**src/rtl/mem_bus_arbiter.sv**
```systemverilog
// mem_bus_arbiter
//   Shares one memory bus between instruction fetch (IF) and load/store (LS).
//   One transaction is outstanding at a time. LS has fixed priority over IF.
//   A cycle budget aborts transactions that never see a bus response.
//
// Ports
//   clk, rst                        clock, synchronous active-high reset
//   if_req_i/if_addr_i/if_flush_i   fetch request, address, discard request
//   if_gnt_o/if_rvalid_o/if_rdata_o fetch accept pulse, response pulse, data
//   if_stallreq_o                   fetch waiting on the bus (combinational)
//   ls_req_i/ls_we_i/ls_be_i        load/store request, write enable, byte enables
//   ls_addr_i/ls_wdata_i            load/store address, write data
//   ls_gnt_o/ls_rvalid_o/ls_rdata_o load/store accept pulse, response pulse, data
//   ls_stallreq_o                   load/store waiting on the bus (combinational)
//   bus_req_o/bus_we_o/bus_be_o     bus request, write, byte enables
//   bus_addr_o/bus_wdata_o          bus address, write data
//   bus_gnt_i/bus_rvalid_i          bus accept, bus response
//   bus_rdata_i                     bus read data
//   bus_err_o                       pulse on timeout abort
module mem_bus_arbiter #(
  parameter int unsigned TIMEOUT_CYC = 64
) (
  input  logic        clk,
  input  logic        rst,
  input  logic        if_req_i,
  input  logic [31:0] if_addr_i,
  input  logic        if_flush_i,
  output logic        if_gnt_o,
  output logic        if_rvalid_o,
  output logic [31:0] if_rdata_o,
  output logic        if_stallreq_o,
  input  logic        ls_req_i,
  input  logic        ls_we_i,
  input  logic [3:0]  ls_be_i,
  input  logic [31:0] ls_addr_i,
  input  logic [31:0] ls_wdata_i,
  output logic        ls_gnt_o,
  output logic        ls_rvalid_o,
  output logic [31:0] ls_rdata_o,
  output logic        ls_stallreq_o,
  output logic        bus_req_o,
  output logic        bus_we_o,
  output logic [3:0]  bus_be_o,
  output logic [31:0] bus_addr_o,
  output logic [31:0] bus_wdata_o,
  input  logic        bus_gnt_i,
  input  logic        bus_rvalid_i,
  input  logic [31:0] bus_rdata_i,
  output logic        bus_err_o
);

  localparam int unsigned DW = 32;
  localparam int unsigned BEW = 4;
  localparam int unsigned CW = 8;
  localparam logic [CW-1:0] CNT_LAST = CW'(TIMEOUT_CYC - 1);

  typedef enum logic [2:0] {
    S_IDLE    = 3'd0,
    S_REQ_IF  = 3'd1,
    S_WAIT_IF = 3'd2,
    S_REQ_LS  = 3'd3,
    S_WAIT_LS = 3'd4
  } state_e;

  state_e          state_q;
  logic            we_q;
  logic [BEW-1:0]  be_q;
  logic [DW-1:0]   addr_q;
  logic [DW-1:0]   wdata_q;
  logic            bus_req_q;
  logic [CW-1:0]   cnt_q;
  logic [CW-1:0]   cnt_d;
  logic            discard_q;
  logic            if_gnt_q;
  logic            if_rvalid_q;
  logic [DW-1:0]   if_rdata_q;
  logic            ls_gnt_q;
  logic            ls_rvalid_q;
  logic [DW-1:0]   ls_rdata_q;
  logic            err_q;

  logic own_if;
  logic own_ls;
  logic in_req;
  logic in_wait;
  logic req_live;
  logic done;
  logic tmo;

  // Ownership and phase decode
  assign own_if  = (state_q == S_REQ_IF) || (state_q == S_WAIT_IF);
  assign own_ls  = (state_q == S_REQ_LS) || (state_q == S_WAIT_LS);
  assign in_req  = (state_q == S_REQ_IF) || (state_q == S_REQ_LS);
  assign in_wait = (state_q == S_WAIT_IF) || (state_q == S_WAIT_LS);

  // The first REQ cycle only sets up bus_req; the bus is live from the next one
  assign req_live = in_req && bus_req_q;

  // Response either after a grant, or together with the grant
  assign done = (req_live && bus_gnt_i && bus_rvalid_i) || (in_wait && bus_rvalid_i);

  // Budget counts from the first cycle bus_req_o is high
  assign cnt_d = cnt_q + CW'(1);
  assign tmo   = !done && (req_live || in_wait) && (cnt_q == CNT_LAST);

  // Transaction FSM with registered outputs
  always_ff @(posedge clk) begin
    if (rst) begin
      state_q     <= S_IDLE;
      we_q        <= 1'b0;
      be_q        <= '0;
      addr_q      <= '0;
      wdata_q     <= '0;
      bus_req_q   <= 1'b0;
      cnt_q       <= '0;
      discard_q   <= 1'b0;
      if_gnt_q    <= 1'b0;
      if_rvalid_q <= 1'b0;
      if_rdata_q  <= '0;
      ls_gnt_q    <= 1'b0;
      ls_rvalid_q <= 1'b0;
      ls_rdata_q  <= '0;
      err_q       <= 1'b0;
    end else begin
      if_gnt_q    <= 1'b0;
      ls_gnt_q    <= 1'b0;
      if_rvalid_q <= 1'b0;
      ls_rvalid_q <= 1'b0;
      err_q       <= 1'b0;
      case (state_q)
        S_IDLE: begin
          if (ls_req_i) begin
            we_q      <= ls_we_i;
            be_q      <= ls_be_i;
            addr_q    <= ls_addr_i;
            wdata_q   <= ls_wdata_i;
            ls_gnt_q  <= 1'b1;
            cnt_q     <= '0;
            discard_q <= 1'b0;
            state_q   <= S_REQ_LS;
          end else if (if_req_i && !if_flush_i) begin
            we_q      <= 1'b0;
            be_q      <= {BEW{1'b1}};
            addr_q    <= if_addr_i;
            wdata_q   <= '0;
            if_gnt_q  <= 1'b1;
            cnt_q     <= '0;
            discard_q <= 1'b0;
            state_q   <= S_REQ_IF;
          end
        end
        S_REQ_IF, S_WAIT_IF, S_REQ_LS, S_WAIT_LS: begin
          if (req_live || in_wait) begin
            cnt_q <= cnt_d;
          end
          if (own_if && if_flush_i) begin
            discard_q <= 1'b1;
          end
          if (done || tmo) begin
            // Completion or abort: deliver to the owner and release the bus
            state_q   <= S_IDLE;
            bus_req_q <= 1'b0;
            cnt_q     <= '0;
            discard_q <= 1'b0;
            err_q     <= tmo;
            if (own_if) begin
              if_rdata_q  <= tmo ? '0 : bus_rdata_i;
              if_rvalid_q <= !(discard_q || if_flush_i);
            end else begin
              ls_rdata_q  <= tmo ? '0 : bus_rdata_i;
              ls_rvalid_q <= 1'b1;
            end
          end else if (req_live && bus_gnt_i) begin
            bus_req_q <= 1'b0;
            state_q   <= own_if ? S_WAIT_IF : S_WAIT_LS;
          end else if (in_req) begin
            bus_req_q <= 1'b1;
          end
        end
        default: begin
          state_q <= S_IDLE;
        end
      endcase
    end
  end

  // Stall requests towards the pipeline controller
  assign if_stallreq_o = (if_req_i && !if_gnt_q && !if_flush_i) || (own_if && !discard_q);
  assign ls_stallreq_o = (ls_req_i && !ls_gnt_q) || own_ls;

  assign if_gnt_o    = if_gnt_q;
  assign if_rvalid_o = if_rvalid_q;
  assign if_rdata_o  = if_rdata_q;
  assign ls_gnt_o    = ls_gnt_q;
  assign ls_rvalid_o = ls_rvalid_q;
  assign ls_rdata_o  = ls_rdata_q;
  assign bus_req_o   = bus_req_q;
  assign bus_we_o    = we_q;
  assign bus_be_o    = be_q;
  assign bus_addr_o  = addr_q;
  assign bus_wdata_o = wdata_q;
  assign bus_err_o   = err_q;

endmodule

```
**config.mk**
```make
export PLATFORM = sky130hd
export DESIGN_NAME = mem_bus_arbiter
export DESIGN_NICKNAME = d
export VERILOG_FILES = /design/src/rtl/mem_bus_arbiter.sv
export SDC_FILE = /design/constraint.sdc
export NUM_CORES = 1
export LEC_CHECK = 0
export ABC_CLOCK_PERIOD_IN_PS = 5200
export BUFFER_PORTS_ARGS = -buffer_cell sky130_fd_sc_hd__buf_2
export CORE_AREA = 10 10 132 110
export DETAILED_ROUTE_END_ITERATION = 16
export DIE_AREA = 0 0 142 120
export GPL_TIMING_DRIVEN = 0
export PLACE_DENSITY_LB_ADDON = 0.12
export SLEW_MARGIN = 20
export SYNTH_ARGS = -nofsm -noshare
export SYNTH_HDL_FRONTEND = slang
export SYNTH_SLANG_ARGS = --single-unit
```
**constraint.sdc**
```tcl
create_clock -name clk -period 5.2 [get_ports clk]
set_input_delay 0.52 -clock clk [delete_from_list [all_inputs] [get_ports clk]]
set_output_delay 0.52 -clock clk [all_outputs]
set_load 0.02 [all_outputs]
```
==> results.md <==
- Run status: complete, no violations
- Number of buffers added on ports: 279
- R2r setup slk: 3.07 ns
- Most frequent cells in the layout: buf_2 (286), dfxtp_1 (151), nor2_1 (79), a22o_1 (68), nor2b_1 (36)
- F_max: 0.402 GHz
- Post-Route WL: 20200 um
- Sink Count: 151
- Number of routed nets with antenna violations: 0
- Register area: 0.00302 sq mm
- Largest net degree at the start of global routing: 17
- Synthesis-stage register bit count: 151
- Maximum VDD drop: 0.257 mV
- Number of H-tree levels: 4
- DR iter-0 viols: 310
- Layout area overhead: 38.7%
- HPWL after DPL: 15700 um
- Post-Synth Adder-Cell Area: 0.216%
- Detailed Routing Iterations Pass 1: 5
- Syn Area/Cell: 10.2 sq um
- Hold Buf Count CTS: 0
- Unrepaired setup endpoints after global routing: no
- Die W: 142 um
- Nets: 1004
- RR Startpoint: cnt_q[0]$_SDFFE_PP0P_
- Crit Path Max Fanout: 10
- PwrDens: 449 mW/mm^2
- Distinct cells, synth: 49
- Total number of yosys warnings: 0
- Initial antenna violation count: 2
- Register area share after synthesis: 52.2%
- Setup TNS: 0 ns
- Final setup viols: 0
- Max-cap violation count: 0
- Hold path startpoint: ls_wdata_i[30]
- Hold Violations, Final: 0
- I/O pins: 281
- Syn Std Cell Area: 0.00579 sq mm
- Drt wl/cell: 19.6 um
- Mux cell area share after synthesis: 5.73%
- Commonest non-fill, non-tap cell in the layout: buf_2
- Worst hold stages: 2
- TritonCTS Buffers: 17
- Complex-gate fraction of the synthesized area: 23.2%
- Vias per Instance: 5.44
- Rows: 36
- Total track usage: 22.7%
- Worst min-delay path endpoint: bus_wdata_o[30]$_SDFFE_PP0P_
- EDFF count, synth: 0
- Area taken by multi-input logic gates: 0.00251 sq mm
- Final Cycle Share: 47.8%
- Fill cells: 1010
- Critical path type: primary input to primary output
- Drt drc: 0
- Root Buffer: clkbuf_16
- Crit path capture type: primary output
- Worst setup SP type: primary input
- GPL Wtd Cong: 0.835
- Initial core utilization: 48.7%
- Non-Filler Instances: 1030
- CTS resizes: 0
- Post-Syn Nets: 706
- Grt ovf: 0
- Minimum clock period: 2.49 ns
- Core area: 0.0119 sq mm
- Post-Synth XOR/XNOR Area: 0.303%
- Largest family of logic cells by synthesized area: compound AO/OA/AOI/OAI gates
- Post-Synthesis Cells: 565
- Vias in the first global route: 5719
- Reg2Reg Depth: 7
- Clock transition at the registers of the reported paths: 0.06 ns
- Placed Cells: 996
- Post-CTS setup buffers: 0
- Routed via count: 5607
- Fraction of registers with async set/reset: 0%
- Crit path DAT: 1.97 ns
- Worst Tran Pin Value: 0.725 ns
- Clock buffer depth: 2
- Post-Synth Simple-Gate Area: 13.8%
- Clock Latency Late Sink: 0.43 ns
- TritonCTS clock tree: yes
- DIE AREA: 0.0170 sq mm
- Fin Clk Skew: 0.00710 ns
- Hold Crit Class: primary input to flip-flop
- Die height: 120 um
- Share of cells above drive strength 1: 38.8%
- Hold Worst Slack: 0.314 ns
- CP Data Required Time: 4.68 ns
- Leading register cell type out of synthesis: dfxtp_1
- Slew margin rel.: 51.6%
- First-pass GRT wire length: 31200 um
- Count of pins over their slew limit: 0
- Leakage power: 3.86 nW
- R2r endpoint: if_rdata_o[13]$_SDFFE_PP0P_
-- cells by family (layout without fill, tap and decap cells) --
group	count (synthesis)	after routing
AO/OA/AOI/OAI	169	169
XOR/XNOR	2	2
adder cells (fa/ha/maj)	1	1
buffers and inverters	50	361
flip-flops	151	151
multiplexers	33	33
other	0	2
AND/OR/NAND/NOR	159	159
-- metal layers --
metal  global-route usage, %  vias up  part of all wire [%]
li1                        -     2669                     -
met3                    7.77       39                   8.0
met5                       0        -                     0
met1                    26.1     2690                    40
met2                    37.9      209                    50
met4                    8.80        0                   2.1
-- sequential cells by signal, summed over array words and instances, names as in the netlist --
| name | count |
|---|---|
| if_rvalid_o | 1 |
| bus_we_o | 1 |
| ls_rdata_o | 32 |
| bus_be_o | 4 |
| cnt_q | 8 |
| if_rdata_o | 32 |
| discard_q | 1 |
| ls_gnt_o | 1 |
| bus_err_o | 1 |
| ls_rvalid_o | 1 |
| state_q | 3 |
| bus_req_o | 1 |
| bus_addr_o | 32 |
| if_gnt_o | 1 |
| bus_wdata_o | 32 |
-- cell usage after synthesis (6+ instances only) --
cell type | instances | area [sq um]
nor2b_1 | 36 | 225
nor2_1 | 79 | 297
buf_6 | 7 | 78.8
clkbuf_1 | 26 | 97.6
mux2i_1 | 32 | 320
buf_2 | 7 | 35.0
dfxtp_1 | 151 | 3020
o21ai_0 | 8 | 40.0
nand3_1 | 10 | 50.1
a22oi_1 | 30 | 225
a211oi_1 | 33 | 248
a22o_1 | 68 | 596
nand2_1 | 7 | 26.3
nor3_1 | 6 | 30.0
a21oi_1 | 10 | 50.1
-- critical path, stage by stage --
cell and delay, ns:
buf_2 0.12, buf_2 0.28, buf_1 0.57, inv_1 0.07, o21ai_0 0.18, buf_2 0.22
-- area by class of cell --
cell class | count | share of cell area [%]
well taps | 152 | 2.37
repair buffers | 279 | 17.4
clock buffers | 21 | 5.98
diodes | 2 | 0.0623
clock inverters | 11 | 2.10
plain buffers | 46 | 3.05
inverters | 4 | 0.187
flip-flops and latches | 151 | 37.6
multi-input cells | 364 | 31.2
-- power breakdown --
part           leakage [nW]  internal (W)  switching, W
logic                  2.31      0.000322      0.000589
registers              1.23       0.00129     0.0000746
clock network         0.319      0.000854      0.000473
-- stage by stage --
stage / util [%] / instance area [sq um] / setup WS, ns / total power [W]
floorplan: - / 5790 / 2.99 / 0.00196
global placement: 62.0 / 7380 / 2.76 / 0.00227
detailed placement: 62.0 / 7380 / 2.73 / 0.00230
CTS: 67.5 / 8030 / 2.73 / 0.00363
global route: 67.5 / 8030 / 2.60 / 0.00377
finish: 67.5 / 8030 / 2.71 / 0.00361
-- worst max path at each step --
stage / to / cells past startpoint / from / slack (ns)
2_1_floorplan: ls_stallreq_o / 4 / ls_req_i / 2.99
3_3_place_gp: ls_stallreq_o / 6 / ls_req_i / 2.76
3_5_place_dp: ls_stallreq_o / 6 / ls_req_i / 2.73
4_1_cts: ls_stallreq_o / 6 / ls_req_i / 2.73
5_1_grt: ls_stallreq_o / 6 / ls_req_i / 2.60
6_report: ls_stallreq_o / 6 / ls_req_i / 2.71
Power figures use the tool's default switching activity.
